`src/rtl/servant_gpio_uart_rx.sv`:
```
// servant_gpio_uart_rx
//   Decodes an 8N1 UART stream that firmware bit-bangs on one bit of the
//   servant GPIO bus. Received bytes are queued in a small circular FIFO and
//   presented on a valid/ready byte stream. Framing errors and FIFO overflow
//   are flagged for the bench or a console printer.
//
// Parameters
//   NUM_GPIO      width of the GPIO bus
//   RX_BIT        GPIO bit carrying the UART line
//   CLKS_PER_BIT  wb_clk cycles per UART bit (>= 4)
//   FIFO_DEPTH    byte FIFO entries (power of 2, >= 2)
//
// Ports
//   wb_clk       system clock
//   wb_rst       synchronous reset, active high
//   i_gpio       GPIO bus from servant
//   o_data       head-of-FIFO byte (0 while empty)
//   o_valid      FIFO non-empty
//   i_ready      consumer takes o_data when o_valid & i_ready
//   o_frame_err  one-cycle pulse: stop bit sampled low
//   o_overflow   sticky: a byte was dropped because the FIFO was full
module servant_gpio_uart_rx #(
    parameter int NUM_GPIO     = 8,
    parameter int RX_BIT       = 0,
    parameter int CLKS_PER_BIT = 87,
    parameter int FIFO_DEPTH   = 4
) (
    input  logic                wb_clk,
    input  logic                wb_rst,
    input  logic [NUM_GPIO-1:0] i_gpio,
    output logic [7:0]          o_data,
    output logic                o_valid,
    input  logic                i_ready,
    output logic                o_frame_err,
    output logic                o_overflow
);

    localparam int CW = $clog2(CLKS_PER_BIT) + 1;
    localparam int AW = $clog2(FIFO_DEPTH);
    localparam logic [CW-1:0] BIT_LAST  = CW'(CLKS_PER_BIT - 1);
    localparam logic [CW-1:0] HALF_LAST = CW'(CLKS_PER_BIT / 2 - 1);

    typedef enum logic [2:0] {IDLE, START, DATA, STOP, WAIT_HI} state_t;

    state_t        state, state_nxt;
    logic [CW-1:0] cnt, cnt_nxt;
    logic [2:0]    bit_idx, bit_idx_nxt;
    logic [7:0]    shift, shift_nxt;
    logic          rx_q;
    logic          push;
    logic          frame_err_nxt;

    // Only RX_BIT is decoded; the remaining GPIO bits are deliberately ignored.
    logic unused_gpio;
    assign unused_gpio = ^i_gpio;

    // Input stage: single register on the line, idles high.
    always_ff @(posedge wb_clk) begin
        if (wb_rst) rx_q <= 1'b1;
        else        rx_q <= i_gpio[RX_BIT];
    end

    // Receiver FSM: next state and sample points. The counter restarts at
    // every sample so each wait is measured from the previous sample.
    always_comb begin
        state_nxt     = state;
        cnt_nxt       = cnt + 1'b1;
        bit_idx_nxt   = bit_idx;
        shift_nxt     = shift;
        push          = 1'b0;
        frame_err_nxt = 1'b0;
        case (state)
            IDLE: begin
                cnt_nxt = '0;
                if (!rx_q) state_nxt = START;
            end
            START: begin
                if (cnt == HALF_LAST) begin
                    cnt_nxt     = '0;
                    bit_idx_nxt = 3'd0;
                    // A line back high at mid start bit is a glitch, not a frame.
                    state_nxt   = rx_q ? IDLE : DATA;
                end
            end
            DATA: begin
                if (cnt == BIT_LAST) begin
                    cnt_nxt     = '0;
                    shift_nxt   = {rx_q, shift[7:1]};
                    bit_idx_nxt = bit_idx + 1'b1;
                    if (bit_idx == 3'd7) state_nxt = STOP;
                end
            end
            STOP: begin
                if (cnt == BIT_LAST) begin
                    cnt_nxt = '0;
                    if (rx_q) begin
                        push      = 1'b1;
                        state_nxt = IDLE;
                    end else begin
                        frame_err_nxt = 1'b1;
                        state_nxt     = WAIT_HI;
                    end
                end
            end
            WAIT_HI: begin
                // Hold off until the line idles so a break is not seen as starts.
                cnt_nxt = '0;
                if (rx_q) state_nxt = IDLE;
            end
            default: begin
                cnt_nxt   = '0;
                state_nxt = IDLE;
            end
        endcase
    end

    // FSM control registers.
    always_ff @(posedge wb_clk) begin
        if (wb_rst) begin
            state       <= IDLE;
            cnt         <= '0;
            bit_idx     <= 3'd0;
            o_frame_err <= 1'b0;
        end else begin
            state       <= state_nxt;
            cnt         <= cnt_nxt;
            bit_idx     <= bit_idx_nxt;
            o_frame_err <= frame_err_nxt;
        end
    end

    // Shift register holds data only; its contents are meaningless until a push.
    always_ff @(posedge wb_clk) begin
        shift <= shift_nxt;
    end

    // Byte FIFO: pointers carry an extra wrap bit to tell full from empty.
    logic [7:0]  mem [FIFO_DEPTH];
    logic [AW:0] wr_ptr, rd_ptr;
    logic        empty, full, pop, wr_en;

    assign empty = (wr_ptr == rd_ptr);
    assign full  = (wr_ptr[AW] != rd_ptr[AW]) && (wr_ptr[AW-1:0] == rd_ptr[AW-1:0]);
    assign pop   = o_valid & i_ready;
    // A pop in the same cycle frees the slot the push needs.
    assign wr_en = push && (!full || pop);

    assign o_valid = !empty;
    assign o_data  = empty ? 8'h00 : mem[rd_ptr[AW-1:0]];

    always_ff @(posedge wb_clk) begin
        if (wb_rst) begin
            wr_ptr     <= '0;
            rd_ptr     <= '0;
            o_overflow <= 1'b0;
        end else begin
            if (wr_en) wr_ptr <= wr_ptr + 1'b1;
            if (pop)   rd_ptr <= rd_ptr + 1'b1;
            if (push && full && !pop) o_overflow <= 1'b1;
        end
    end

    always_ff @(posedge wb_clk) begin
        if (wr_en) mem[wr_ptr[AW-1:0]] <= shift;
    end

endmodule

```
`config.mk`:
```
export PLATFORM = sky130hd
export DESIGN_NAME = servant_gpio_uart_rx
export DESIGN_NICKNAME = d
export VERILOG_FILES = /design/src/rtl/servant_gpio_uart_rx.sv
export SDC_FILE = /design/constraint.sdc
export NUM_CORES = 1
export LEC_CHECK = 0
export CORE_MARGIN = 4
export CORE_UTILIZATION = 57
export DETAILED_ROUTE_END_ITERATION = 6
export GPL_TIMING_DRIVEN = 0
export PLACE_DENSITY = 0.87
export SYNTH_ARGS = -nofsm -noshare
export SYNTH_HDL_FRONTEND = slang
export SYNTH_SLANG_ARGS = --single-unit
```
`constraint.sdc`:
```
create_clock -name wb_clk -period 2.49 [get_ports wb_clk]
set_input_delay 0.498 -clock wb_clk [delete_from_list [all_inputs] [get_ports wb_clk]]
set_output_delay 0.498 -clock wb_clk [all_outputs]
set_load 0.02 [all_outputs]
```
After elaboration in Yosys (flattened, before gate mapping)
Memory sizes are Yosys's and may differ from the RTL's. A register that Yosys moved wholly into a read port is not among the register bits.
Index checks and enable logic that the tools add are counted.
- add/sub/neg operators: 4
- reductions and logical operators: 15
- equality and inequality tests: 16
- multiply operators: 0
- order comparisons: 0
- div/mod/pow operators: 0
- multiplexer cells: 24
- bitwise gates (word level): 3
- shift operators: 0
- operators by type and width (operator ; count):
    2-to-1 mux 3 bit ; 9
    2-to-1 mux 8 bit ; 3
    case mux 8 bit (2 select lines) ; 1
    case mux 3 bit (5 select lines) ; 1
    inequality test 2 bit (second input constant) ; 6
    adder 3 x 1 -> 3 bit (second input constant) ; 3
    adder 8 x 1 -> 8 bit (second input constant) ; 1
    == test 8 x 6 -> 1 bit (second input constant) ; 1
    == test 8 x 7 -> 1 bit (second input constant) ; 1
    == test 3 x 2 -> 1 bit (second input constant) ; 2
    == test 3 bit (second input constant) ; 2
    2-to-1 mux 1 bit ; 6
    2-to-1 mux 2 bit ; 3
    case mux 3 bit (2 select lines) ; 1
    AND reduction 6 bit ; 1
    logical AND 1 bit ; 4
    == test 3 x 1 -> 1 bit (second input constant) ; 1
    == test 3 bit ; 1
    logical NOT 1 bit ; 3
    logical NOT 3 bit ; 1
    AND reduction 3 bit ; 1
    OR reduction 3 bit ; 1
    == test 2 bit ; 1
    inverter 1 bit ; 2
    other kinds (6) ; 6
- input bits: 11
- bits in read-only memories: 0
- output and inout port bits: 11
- bits in latches: 0
- memory bits (writable): 32
- memories kept: 1
- bits in registers: 31
- memory list (memory ; words ; bits a word ; read ports ; clocked after Yosys merged registers in ; write ports ; line ; source):
    mem ; 4 ; 8 ; 1 ; 1 ; 1 ; 138 ; logic [7:0] mem [FIFO_DEPTH];

Logic depth before layout (Yosys ltp)
- depth in word-level cells: 7
- gate-level depth with buffers: 7
- mapped depth without buffers: 7

Worst setup path before layout
OpenSTA, ideal clock, no wires.
- kind: register to output
- start point: reg rd_ptr[1]
- end point: out o_valid
- path buffers: 0
- stages on the path, launching flop included: 4
- arrival time: 1.364 ns
- data required time: 1.992 ns
- setup slack: 0.628 ns
- path through: dfxtp_1 xor2_4 nor3_1 inv_1
- cells in the longest elaborated chain, start to end: 2
- RTL lines (element ; line ; source):
    from (decl) ; 139 ; logic [AW:0] wr_ptr, rd_ptr;
    from (signal assigned) ; 158 ; if (pop) rd_ptr <= rd_ptr + 1'b1;
    == test 3 bit ; 142 ; assign empty = (wr_ptr == rd_ptr);
    logical NOT 1 bit ; 148 ; assign o_valid = !empty;
    to (decl) ; 32 ; output logic o_valid,
No other way between the ends.

Worst setup path after layout
- start point: reg wr_ptr[2]
- end point: out o_valid
- cells in the longest elaborated chain, start to end: 2
- RTL lines (element ; line ; source):
    from (decl) ; 139 ;
    from (signal assigned) ; 157 ; if (wr_en) wr_ptr <= wr_ptr + 1'b1;
    == test 3 bit ; 142 ;
    logical NOT 1 bit ; 148 ;
No other way between the ends.

==> results.py <==
metrics = {
    "die": {
        "die_h_um": 77.13,
        "core-area_mm2": 0.004474,
        "placementRows": 24,
        "die-width_um": 77.13,
        "die-area_mm2": 0.005949,
        "io_pins": 22,
        "start_util_pct": 60.88,
    },
    "critical_path": {
        "slowest_stage": "clkdlybuf4s50_1",
        "critical_path.cell_chain": "xor2_2 -> nor3_4 -> buf_12 -> inv_1 -> clkdlybuf4s50_1",
        "start_kind": "flip-flop",
        "reg2reg_from": "cnt[0]",
        "end_kind": "primary output",
        "worstPathMaxFanout": 9,
        "r2r_slack_ns": 0.56,
        "crit_buf_inv": 3,
        "max_stage_delay_ns": 0.59,
        "required_ns": 1.99,
        "crit_family": "buffers and inverters",
        "rr_endpoint": "wr_ptr[2]",
        "reg2reg_depth": 7,
        "cp.depth": 5,
        "arrival_ns": 1.93,
        "crit_type": "reg2out",
    },
    "clock_tree": {
        "clock-sinks": 65,
        "cts_tree": "yes",
        "cts_root_buf": "clkbuf_8",
        "cts_buffer_depth": 2,
        "clk_pin_slew_ns": 0.07,
        "clk_latency_ns": 0.33,
        "postCtsHoldBufs": 0,
        "htree_levels": 3,
        "numCtsBuffers": 9,
    },
    "layout": {
        "drive_above_1_share_pct": 19.47,
        "nets": 241,
        "final_area_mm2": 0.003163,
        "antennaDiodeCount": 0,
        "area_growth_pct": 16.12,
    },
    "synth": {
        "seq_area_frac_synth_pct": 62.47,
        "synth_edf_count": 40,
        "yosysUniqueCellTypes": 39,
        "yosys_warnings": 0,
        "synth_top_area_share_pct": 44.10,
        "avgSynthCellArea_um2": 13.97,
        "synth_nets": 215,
        "synth_seq_cells": 65,
        "synth.cell_area_mm2": 0.002724,
        "synth_top_cell_by_area": "edfxtp_1",
        "synthArstFlopShare_pct": 0,
        "ys.flop_type": "edfxtp_1",
        "synthesis.instances": 195,
        "synthTopCellsByArea": "edfxtp_1 44%, dfxtp_1 18%, mux4_2 6.6%",
    },
    "sta": {
        "fin_crit_sh_pct": 97.43,
        "rsz0062_at_grt": "false",
        "setup_viol": 0,
        "slew_viol_final": 0,
        "tns_ns": 0,
        "slew_headroom_pct": 53.52,
        "finalHoldViolCount": 0,
        "worst_pin_slew_ns": 0.6972,
        "period_minus_slack_ns": 2.426,
        "final.setup_skew_ns": 0.008418,
        "max_freq_mhz": 412.2,
    },
    "placement": {
        "dp_hpwl_um": 3079,
        "gp_congestion": 0.8213,
        "port_buffers": 14,
        "dpl-instance-area_mm2": 0.002929,
    },
    "global_route": {
        "grt_pass1_wl_um": 7659,
        "antenna_found_initial": 0,
        "grt_pass1_vias": 1572,
        "grt_usage_pct": 17.07,
        "grt_max_degree": 13,
        "overflow": 0,
    },
    "hold_path": {
        "hold_class": "reg2reg",
        "holdPathEnd": "cnt[0]",
        "whs_path_depth": 1,
        "hold_start": "cnt[0]",
    },
    "routing": {
        "wl_um": 4588,
        "vias": 1589,
        "met1_length_um": 1972,
        "met3WireLength_um": 185,
        "vias_per_cell": 5.716,
        "detail-route-antenna-nets": 0,
        "drt-wirelength-per-cell_um": 16.50,
        "highest_layer": "met4",
        "firstDrtPassIters": 4,
        "wl_met2_um": 2319,
        "drcViolationCount": 0,
        "drt_iter0_markers": 95,
    },
    "pwr": {
        "leakagePower_nw": 1.203,
        "vdd_ir_drop_max_mv": 0.4695,
        "p_per_area_mw_per_mm2": 664.3,
    },
    "run_status": {
        "status": "complete, no violations",
    },
    "run": {
        "cap_violations": 0,
    },
}
metrics by stage:
step	utilization, %	cells	hold slack, ns	setup slack, ns	power (mW)
6_report	70.69	278	0.4731	0.06405	2.101
4_1_cts	70.61	278	0.4788	0.05296	2.113
5_1_grt	70.69	278	0.5158	0.004013	2.184
3_3_place_gp	65.46	261	0.4538	-0.1910	1.283
3_5_place_dp	65.46	261	0.4717	-0.3048	1.283
2_1_floorplan	-	195	0.4373	0.6276	1.260
final cells by class:
type                    instances  area (um2)
well taps                      52       65.06
fillers                       296        1311
clock inverters                 6       60.06
flip-flops and latches         65        1705
multi-input cells             119        1005
clock buffers                  10       127.6
inverters                       6       22.52
plain buffers                   4       20.02
repair buffers                 16       157.7
metal layers:
layer  vias up  track usage, %
met4         0           9.609
met5         -               0
li1        776               -
met3        11           3.513
met2        43           28.84
met1       759           20.19
flip-flops by register name (all words and copies together), names as in the netlist, named ones only:
name / flops
wr_ptr: 3
rd_ptr: 3
state: 3
bit_idx: 3
rx_q: 1
mem: 32
shift: 8
o_overflow: 1
o_frame_err: 1
cnt: 8
what timing repair did:
item	CTS	global route
setup endpoints to repair	9	1
pin swaps	2	0
resized for setup	13	3
hold endpoints to repair	0	0
setup buffers	2	0
worst reg2reg max path: cells and delay by family, from the launching register on:
| kind | cells | cell delay [ns] |
|---|---|---|
| AND/OR/NAND/NOR | 3 | 0.79 |
| flip-flops | 1 | 0.34 |
| multiplexers | 1 | 0.31 |
| buffers and inverters | 2 | 0.23 |
| adder cells (fa/ha/maj) | 1 | 0.16 |
synth_stat cells (2+ instances only):
cell	count
buf_2	2
o21ai_0	2
clkbuf_1	3
xnor2_1	4
and4_1	2
mux4_2	8
mux2i_1	2
ha_1	9
nor3_1	3
dfxtp_1	25
nand2_1	4
inv_1	6
nand3_1	7
mux2_2	2
and3b_1	2
and3_2	3
nor2b_1	11
nor2_1	17
nand2b_1	4
nor4_1	2
edfxtp_1	40
a21oi_1	8
xor2_1	8
o22ai_1	2
nand4_1	5
power breakdown:
| part | internal (mW) | total, mW | switching (mW) | leakage (nW) |
|---|---|---|---|---|
| sequential | 1.14 | 1.16 | 0.0180 | 0.620 |
| combinational | 0.0486 | 0.101 | 0.0527 | 0.491 |
| clock | 0.457 | 0.841 | 0.384 | 0.0920 |
| total | 1.65 | 2.10 | 0.455 | 1.20 |
worst max-delay path by stage:
stage,from,end
5_1_grt,wr_ptr[2],o_valid
2_1_floorplan,rd_ptr[1],o_valid
4_1_cts,wr_ptr[1],o_valid
3_5_place_dp,wr_ptr[1],o_data[3]
6_report,wr_ptr[2],o_valid
3_3_place_gp,wr_ptr[1],o_data[6]
cells by family (layout without fill, tap and decap cells):
kind of cell    after synthesis  after routing  share of synthesized area [%]
buf+inv                      11             42                          1.608
simple gates                 68             68                          14.65
xor+xnor                     13             13                          4.869
compound gates               16             16                          3.537
mux                          13             13                          8.727
fa+ha+maj                     9              9                          4.134
flops                        65             65                          62.47
cells in the final DEF, fill, tap and decap left out, types with 4 or more instances in the layout:
master           instances
mux4_2                   8
clkdlybuf4s50_1          6
nand4_1                  5
ha_1                     9
inv_1                    6
xnor2_1                  4
nand2_1                  4
dlygate4sd2_1            8
dfxtp_1                 22
xor2_1                   6
edfxtp_1                40
nand2b_1                 4
a21oi_1                  8
nor2_1                  17
clkbuf_8                 9
nand3_1                  7
nor2b_1                 11
(Power assumes the default switching activity.)
